==> src/rtl/rsa_modexp_ctrl.sv <==
// Square-and-multiply sequencer for RSA modular exponentiation (base^exponent mod M).
// Optional operation counter output enabled by defining RSA_MODEXP_OPCOUNT_EN.
module rsa_modexp_ctrl #(
    parameter int unsigned OP_W  = 64,
    parameter int unsigned EXP_W = 32
) (
    input  logic              clk,
    input  logic              reset,
    input  logic              start,
    input  logic [OP_W-1:0]   base,
    input  logic [EXP_W-1:0]  exponent,
    output logic              busy,
    output logic              done,
    output logic [OP_W-1:0]   result,
`ifdef RSA_MODEXP_OPCOUNT_EN
    output logic [15:0]       op_count,
`endif
    output logic              mul_req,
    output logic [OP_W-1:0]   mul_a,
    output logic [OP_W-1:0]   mul_b,
    input  logic              mul_ack,
    input  logic [OP_W-1:0]   mul_p
);

    localparam int unsigned IDX_W = $clog2(EXP_W);

    typedef enum logic [2:0] {
        IDLE,
        SCAN,
        SQR,
        MUL,
        FIN
    } state_t;

    state_t             state;
    logic [EXP_W-1:0]   e_sh;
    logic [IDX_W-1:0]   idx;
    logic [OP_W-1:0]    acc;
    logic [OP_W-1:0]    base_q;
    logic               accept;
    logic               ack_ok;
    logic               top_bit;
    logic               last_bit;

    assign accept   = (state == IDLE) && start && !done;
    assign ack_ok   = mul_req && mul_ack;
    assign top_bit  = e_sh[EXP_W-1];
    assign last_bit = (idx == '0);

    // Sequencer: mul_req is raised one cycle after entering SQR/MUL and dropped on ack,
    // which gives a guaranteed idle cycle between back-to-back requests.
    always_ff @(posedge clk) begin
        if (reset) begin
            state   <= IDLE;
            busy    <= 1'b0;
            done    <= 1'b0;
            result  <= '0;
            mul_req <= 1'b0;
            mul_a   <= '0;
            mul_b   <= '0;
            acc     <= OP_W'(1);
            base_q  <= '0;
            e_sh    <= '0;
            idx     <= '0;
        end else begin
            done <= 1'b0;
            case (state)
                IDLE: begin
                    if (accept) begin
                        base_q <= base;
                        e_sh   <= exponent;
                        acc    <= OP_W'(1);
                        idx    <= IDX_W'(EXP_W - 1);
                        busy   <= 1'b1;
                        state  <= (exponent == '0) ? FIN : SCAN;
                    end
                end
                SCAN: begin
                    if (top_bit) begin
                        state <= SQR;
                    end else begin
                        e_sh <= e_sh << 1;
                        idx  <= idx - IDX_W'(1);
                    end
                end
                SQR: begin
                    if (!mul_req) begin
                        mul_req <= 1'b1;
                        mul_a   <= acc;
                        mul_b   <= acc;
                    end else if (mul_ack) begin
                        acc     <= mul_p;
                        mul_req <= 1'b0;
                        if (top_bit) begin
                            state <= MUL;
                        end else if (last_bit) begin
                            state <= FIN;
                        end else begin
                            e_sh  <= e_sh << 1;
                            idx   <= idx - IDX_W'(1);
                            state <= SQR;
                        end
                    end
                end
                MUL: begin
                    if (!mul_req) begin
                        mul_req <= 1'b1;
                        mul_a   <= acc;
                        mul_b   <= base_q;
                    end else if (mul_ack) begin
                        acc     <= mul_p;
                        mul_req <= 1'b0;
                        if (last_bit) begin
                            state <= FIN;
                        end else begin
                            e_sh  <= e_sh << 1;
                            idx   <= idx - IDX_W'(1);
                            state <= SQR;
                        end
                    end
                end
                FIN: begin
                    result <= acc;
                    done   <= 1'b1;
                    busy   <= 1'b0;
                    state  <= IDLE;
                end
                default: begin
                    state <= IDLE;
                end
            endcase
        end
    end

`ifdef RSA_MODEXP_OPCOUNT_EN
    // Counts accepted multiplier results for the current job; held after done for readback.
    always_ff @(posedge clk) begin
        if (reset) begin
            op_count <= '0;
        end else if (accept) begin
            op_count <= '0;
        end else if (ack_ok && ((state == SQR) || (state == MUL))) begin
            op_count <= op_count + 16'd1;
        end
    end
`else
    logic unused_ack_ok;
    assign unused_ack_ok = ack_ok;
`endif

endmodule

==> config.mk <==
export PLATFORM = sky130hd
export DESIGN_NAME = rsa_modexp_ctrl
export DESIGN_NICKNAME = d
export VERILOG_FILES = /design/src/rtl/rsa_modexp_ctrl.sv
export SDC_FILE = /design/constraint.sdc
export NUM_CORES = 1
export LEC_CHECK = 0
export CAP_MARGIN = 25
export CORE_MARGIN = 4
export CORE_UTILIZATION = 35
export CTS_BUF_LIST = sky130_fd_sc_hd__clkbuf_8
export DETAILED_ROUTE_END_ITERATION = 7
export HOLD_SLACK_MARGIN = 0.06
export PLACE_DENSITY = 0.72
export SYNTH_ARGS = -nofsm -noshare
export SYNTH_HDL_FRONTEND = slang
export SYNTH_SLANG_ARGS = --single-unit
==> constraint.sdc <==
create_clock -name clk -period 4.4 [get_ports clk]
set_clock_uncertainty 0.1 [all_clocks]
set_input_delay 0.88 -clock clk [delete_from_list [all_inputs] [get_ports clk]]
set_output_delay 0.88 -clock clk [all_outputs]
set_load 0.005 [all_outputs]
==> reports/metrics.cfg, run 1 <==
[final_layout]
final_cell_mix = nand2_1 (391), dfxtp_1 (362), clkdlybuf4s50_1 (357), a21oi_1 (194), nand3_1 (131)
fillers = 3667
nets = 2048
post-route-util_pct = 48.61
fin_area_um2 = 18740
area_delta_synth_final_pct = 37.48
drive_gt1_share_pct = 8.121
final_common_cell = nand2_1

[global_route]
grt_overflow = 0
grt-busiest-layer = met2
grt_util_met1_pct = 25.93
grt_max_degree = 174
grt_use_total_pct = 19.76
met3_usage_pct = 5.753
met2_usage_pct = 31.48
antenna_found_initial = 1
grt_pass1_vias = 12510
grt_pass1_wl_um = 67880

[worst_setup_path]
slowest_stage = nand2b_2
reg2reg_depth = 6
path_buf_inv = 2
start_kind = flip-flop
critPathMaxFanout = 39
endpoint = mul_a[35]$_SDFFE_PP0N_
rr_startpoint = state[1]$_SDFFE_PP0P_
crit_top_cell = buf_4
crit_cells = 6
setup.worst_path.class = flip-flop to flip-flop
r2r-end = mul_a[35]$_SDFFE_PP0N_
critPathCaptureType = flip-flop
crit_chain = nor2b_4 > buf_4 > nand2b_2 > buf_4 > nand2_1 > a21oi_1
cp.required_ns = 4.75
cp.arrival_ns = 3.22
max_stage_delay_ns = 0.61
path_delay_family = simple AND/OR/NAND/NOR gates
startpoint = state[1]$_SDFFE_PP0P_
rrSetupSlack_ns = 1.53

[clock_tree]
cts_setup_buffers = 0
root_buffer = clkbuf_8
cts-resized-gates = 0
path_clk_slew_ns = 0.06
hold_buffers = 0
cts_tree = done
numClockSinks = 363
htree_levels = 2
clk_latency_ns = 0.62
cts_inserted_buffers = 59
cts_buffer_depth = 3

[min_path]
hp-start = mul_a[32]$_SDFFE_PP0N_
hp-class = flip-flop to flip-flop

[timing]
timing.final.crit_share_pct = 65.24
fmax_mhz = 348.4
slew_violations = 0
slew-limit-headroom_pct = 27.88
tns_ns = 0
worstMarginPinSlew_ns = 1.082
hold_viol_final = 0
rsz0062_at_grt = no
finalSetupViolations = 0
period_minus_slack_ns = 2.871

[synth]
ys_seq_elements = 363
synth_top_family_by_area = simple AND/OR/NAND/NOR gates
synth_fp_nets = 1759
yosys_warnings = 0
synth_mux_area_share_pct = 0
synth_compound_area_share_pct = 20.08
synth_xor_area_share_pct = 0.06424
synthCells = 1594
postSynthAreaPerCell_um2 = 8.553
ys_types = 42
yosys.area_share.adder_pct = 0.09178
netlist_area_um2 = 13630
synth-simple-area-share_pct = 21.48
seq_area_frac_synth_pct = 53.30

[floorplan]
die_w_um = 205.4
die_h_um = 205.4
initial_core_util_pct = 35.36
core_area_um2 = 38560
rows = 72
die-area_um2 = 42170
io_pins = 359

[place]
io_buffers = 358
placed_area_um2 = 17440
gp_congestion = 0.8374
hpwl_um = 28530

[power_and_ir_drop]
leakagePower_nw = 6.270
power.density_nw_per_um2 = 510.3
ir_drop_v = 0.0003170
finalPower_w = 0.009564

[status]
status = finished, final reports clean

[route]
wl_um = 43930
vias_per_cell = 5.234
first_pass_iters = 5
vias = 12770
ant_nets = 0
first_iter_violations = 725
wl_per_cell_um = 18.00
drc = 0

[flow_run]
cap_violations = 0

-- tightest hold or removal path, delay by kind of cell (launching register included) --
kind	cells	cell delay, ns
compound gates	1	0.05
flops	1	0.31
simple gates	1	0.05
-- per-layer routing --
| layer | part of all wire, % | wire length, um | vias up |
|---|---|---|---|
| met5 | 0.030 | 13 | - |
| met4 | 2.8 | 1232 | 2 |
| met3 | 7.7 | 3378 | 96 |
| met2 | 45 | 19930 | 484 |
| met1 | 44 | 19370 | 6051 |
| li1 | - | - | 6139 |
-- power breakdown --
group          switching [W]  total (W)  internal (W)
registers           0.000380    0.00406       0.00368
clock network        0.00133    0.00315       0.00182
logic                0.00140    0.00236      0.000955
-- worst min-delay path by stage --
stage,to,slack [ns],cells past startpoint
final,mul_a[32]$_SDFFE_PP0N_,0.35,2
after global routing,mul_a[43]$_SDFFE_PP0N_,0.37,2
after detailed placement,base_q[4]$_SDFFE_PP0P_,0.35,2
after CTS,base_q[4]$_SDFFE_PP0P_,0.36,2
after global placement,mul_a[24]$_SDFFE_PP0N_,0.34,2
after floorplan,base_q[0]$_SDFFE_PP0P_,0.34,2
-- through the flow --
stage	cells	worst slack, ns	hold slack, ns
global placement	2339	1.103	0.3412
floorplan	1594	2.256	0.3366
global route	2439	1.330	0.3712
finish	2440	1.529	0.3530
CTS	2438	1.495	0.3552
detailed placement	2339	1.071	0.3465
-- cell usage after synthesis --
| cell | number | area share (%) |
|---|---|---|
| nor2b_1 | 3 | 0.14 |
| dfxtp_1 | 363 | 53 |
| clkbuf_1 | 87 | 2.4 |
| a21boi_0 | 1 | 0.055 |
| o21ai_4 | 1 | 0.12 |
| a21oi_1 | 195 | 7.2 |
| o21ai_0 | 8 | 0.29 |
| nand4_1 | 2 | 0.092 |
| and4_1 | 1 | 0.064 |
| o211ai_1 | 1 | 0.055 |
| nor4_1 | 9 | 0.41 |
| buf_1 | 14 | 0.39 |
| inv_1 | 5 | 0.14 |
| ha_1 | 1 | 0.092 |
| buf_2 | 41 | 1.5 |
| nand4b_1 | 1 | 0.064 |
| nand3_1 | 131 | 4.8 |
| and4b_1 | 1 | 0.073 |
| nand2b_1 | 7 | 0.32 |
| a311oi_1 | 65 | 4.2 |
| nor2_1 | 106 | 2.9 |
| xor2_1 | 1 | 0.064 |
| o21a_1 | 3 | 0.17 |
| a32oi_1 | 2 | 0.13 |
| nor3b_1 | 1 | 0.055 |
| o2bb2ai_1 | 1 | 0.064 |
| a221oi_2 | 30 | 3.3 |
| or4b_4 | 1 | 0.10 |
| a211oi_2 | 1 | 0.092 |
| nand2_1 | 393 | 11 |
| o22ai_1 | 1 | 0.046 |
| nor4b_2 | 1 | 0.11 |
| buf_6 | 6 | 0.50 |
| a22o_1 | 64 | 4.1 |
| a211oi_1 | 3 | 0.17 |
| nor3_1 | 36 | 1.3 |
| a22oi_2 | 1 | 0.092 |
| and2_1 | 1 | 0.046 |
| or2_2 | 1 | 0.046 |
| o21bai_1 | 1 | 0.055 |
| buf_4 | 1 | 0.055 |
| nor2_2 | 2 | 0.092 |
-- cells by family after synthesis --
kind of cell / after synthesis
xor gates and xnor gates: 1
adders and majority gates: 1
and+or+nand+nor: 697
buffers and inverters: 154
AOI/OAI and AO/OA: 378
DFF: 363
-- registers in the layout, summed over array words and instances (netlist names) --
name and count:
acc 64, base_q 64, mul_a 64, mul_b 64, result 64, e_sh 32
idx 5, state 3, busy 1, done 1, mul_req 1
-- layout make-up --
class                           count  area [um2]  share of cell area (%)
Clock inverter                     23       226.5                   1.208
Clock buffer                       76        1046                   5.581
Antenna cell                        1       2.502                 0.01335
Multi-Input combinational cell   1077        5742                   30.63
Sequential cell                   363        7271                   38.79
Timing Repair Buffer              377        3789                   20.21
Inverter                            5       18.77                  0.1001
Tap cell                          518       648.1                   3.458
No activity file was read; power rests on OpenSTA's default activity.
==> run 2: changes to the inputs <==
--- a/config.mk
+++ b/config.mk
@@ -11,7 +11,7 @@
 export CTS_BUF_LIST = sky130_fd_sc_hd__clkbuf_8
 export DETAILED_ROUTE_END_ITERATION = 7
 export HOLD_SLACK_MARGIN = 0.06
-export PLACE_DENSITY = 0.72
+export PLACE_DENSITY = 0.74
 export SYNTH_ARGS = -nofsm -noshare
 export SYNTH_HDL_FRONTEND = slang
 export SYNTH_SLANG_ARGS = --single-unit
==> constraint.sdc (replaced) <==
create_clock -name clk -period 2.6 [get_ports clk]
set_clock_uncertainty 0.1 [all_clocks]
set_input_delay 0.52 -clock clk [delete_from_list [all_inputs] [get_ports clk]]
set_output_delay 0.52 -clock clk [all_outputs]
set_load 0.005 [all_outputs]
==> reports/metrics.cfg, run 2 (synthesis gave the netlist of run 1 again) <==
[status]
status = finished, final reports clean  ; unchanged

[worst_setup_path]
rr_startpoint = idx[0]$_SDFFE_PP0P_  ; was state[1]$_SDFFE_PP0P_
crit_chain = clkdlybuf4s50_1  ; was nor2b_4 > buf_4 > nand2b_2 > buf_4 > nand2_1 > a21oi_1
slowest_stage = clkdlybuf4s50_1  ; was nand2b_2
cp.required_ns = 1.98  ; was 4.75 ns
reg2reg_depth = 8  ; was 6
rrSetupSlack_ns = 0.35  ; was 1.53 ns
start_kind = flip-flop  ; unchanged
critPathCaptureType = output pin  ; was flip-flop
path_buf_inv = 1  ; was 2
r2r-end = e_sh[9]$_SDFFE_PP0P_  ; was mul_a[35]$_SDFFE_PP0N_
setup.worst_path.class = flip-flop to output pin  ; was flip-flop to flip-flop
critPathMaxFanout = 8  ; was 39
max_stage_delay_ns = 0.61  ; about the same
crit_cells = 1  ; was 6
path_delay_family = buffers and inverters  ; was simple AND/OR/NAND/NOR gates
cp.arrival_ns = 1.73  ; was 3.22 ns

[place]
hpwl_um = 29440  ; was 28530 um
gp_congestion = 0.8291  ; was 0.8374
io_buffers = 358  ; unchanged
pre_cts_slack_ns = 0.09923  ; was 1.071 ns

[power_and_ir_drop]
power.density_nw_per_um2 = 845.7  ; was 510.3 nW/um2
ir_drop_v = 0.0005508  ; was 0.0003170 V
leakagePower_nw = 6.396  ; was 6.270 nW
finalPower_w = 0.01602  ; was 0.009564 W

[timing]
rsz0062_at_grt = no  ; unchanged
finalSetupViolations = 0  ; unchanged
hold_viol_final = 0  ; unchanged
worstMarginPinSlew_ns = 0.6147  ; was 1.082 ns
fmax_mhz = 425.2
fin_ws_ns = 0.2484  ; was 1.529 ns
tns_ns = 0  ; unchanged
period_minus_slack_ns = 2.352
timing.final.crit_share_pct = 90.45
slew_violations = 0  ; unchanged
slew-limit-headroom_pct = 58.87  ; was 27.88%

[final_layout]
fillers = 3635  ; was 3667
area_delta_synth_final_pct = 38.97  ; was 37.48%
final_common_cell = nand2_1  ; unchanged
nets = 2066  ; was 2048
drive_gt1_share_pct = 8.595  ; was 8.121%
final_cell_mix = nand2_1 (391), dfxtp_1 (362), clkdlybuf4s50_1 (357), a21oi_1 (194), nand3_1 (131)  ; unchanged

[floorplan]
die_w_um = 205.4  ; unchanged
die-area_um2 = 42170  ; unchanged
core_area_um2 = 38560  ; unchanged
rows = 72  ; unchanged
initial_core_util_pct = 35.36  ; unchanged
io_pins = 359  ; unchanged
die_h_um = 205.4  ; unchanged

[clock_tree]
root_buffer = clkbuf_8  ; unchanged
hold_buffers = 0  ; unchanged
htree_levels = 2  ; unchanged
cts_buffer_depth = 3  ; unchanged
cts_inserted_buffers = 59  ; unchanged
numClockSinks = 363  ; unchanged
cts-resized-gates = 0  ; unchanged
path_clk_slew_ns = 0.06  ; about the same
clk_latency_ns = 0.63  ; was 0.62 ns
cts_setup_buffers = 0  ; unchanged
cts_tree = done  ; unchanged

[route]
vias_per_cell = 5.291  ; was 5.234
ant_nets = 0  ; unchanged
drc = 0  ; unchanged
first_iter_violations = 924  ; was 725
wl_um = 44780  ; was 43930 um
first_pass_iters = 5  ; unchanged
wl_met2_um = 20830  ; was 19930 um
drt-met1-wl_um = 18900  ; was 19370 um
wl_met3_um = 3930  ; was 3378 um
wl_per_cell_um = 18.18  ; was 18.00 um
vias = 13030  ; was 12.77k
top_layer_used = met4  ; was met5

[min_path]
min_path_cells = 2  ; unchanged
hp-class = input pin to flip-flop  ; was flip-flop to flip-flop
hp-start = reset  ; was mul_a[32]$_SDFFE_PP0N_
min_to = mul_a[3]$_SDFFE_PP0N_  ; was mul_a[32]$_SDFFE_PP0N_

[flow_run]
cap_violations = 0  ; unchanged

[global_route]
grt_overflow = 0  ; unchanged
grt_pass1_wl_um = 69770  ; was 67880 um
grt_max_degree = 115  ; was 174
antenna_found_initial = 0  ; was 1
grt_pass1_vias = 12870  ; was 12.51k
grt_use_total_pct = 20.33  ; was 19.76%

run 2: per-stage QoR:
stage / utilization [%] / cell area (um2) / hold WS [ns] / instances
after floorplan: - / 13630 / 0.3366 / 1594
after global placement: 45.97 / 17730 / 0.3420 / 2357
after detailed placement: 45.97 / 17730 / 0.3469 / 2357
after CTS: 49.07 / 18920 / 0.1420 / 2460
after global routing: 49.12 / 18940 / 0.1906 / 2461
final: 49.14 / 18950 / 0.2266 / 2463
run 2: layer usage:
metal / vias up / track usage (%)
li1: 6179 / -
met4: 0 / 6.746
met1: 6187 / 26.70
met5: - / 0
met3: 84 / 4.823
met2: 581 / 33.07
run 2: power by group:
group / switching (W) / internal, W
combinational: 0.00257 / 0.00177
clock: 0.00223 / 0.00274
sequential: 0.000495 / 0.00622
run 2: final cells by class:
class	count	area [um2]	area share [%]
clock inverter	29	176.4	0.9312
inverter	5	18.77	0.09906
multi-input combinational	1077	5742	30.31
antenna	2	5.005	0.02642
clock buffer	74	1018	5.376
timing repair buffer	395	4066	21.46
tap	518	648.1	3.421
sequential	363	7271	38.38
run 2: how the worst max path moves through the flow:
stage                    startpoint                     to  slack [ns]
4_1_cts         idx[0]$_SDFFE_PP0P_   e_sh[9]$_SDFFE_PP0P_        0.09
5_1_grt        mul_req$_SDFFE_PP0N_                mul_req        0.17
2_1_floorplan   idx[0]$_SDFFE_PP0P_  e_sh[30]$_SDFFE_PP0P_        0.64
3_5_place_dp    idx[0]$_SDFFE_PP0P_   e_sh[9]$_SDFFE_PP0P_         0.1
3_3_place_gp    idx[0]$_SDFFE_PP0P_  e_sh[30]$_SDFFE_PP0P_        0.22
6_report       mul_req$_SDFFE_PP0N_                mul_req        0.25
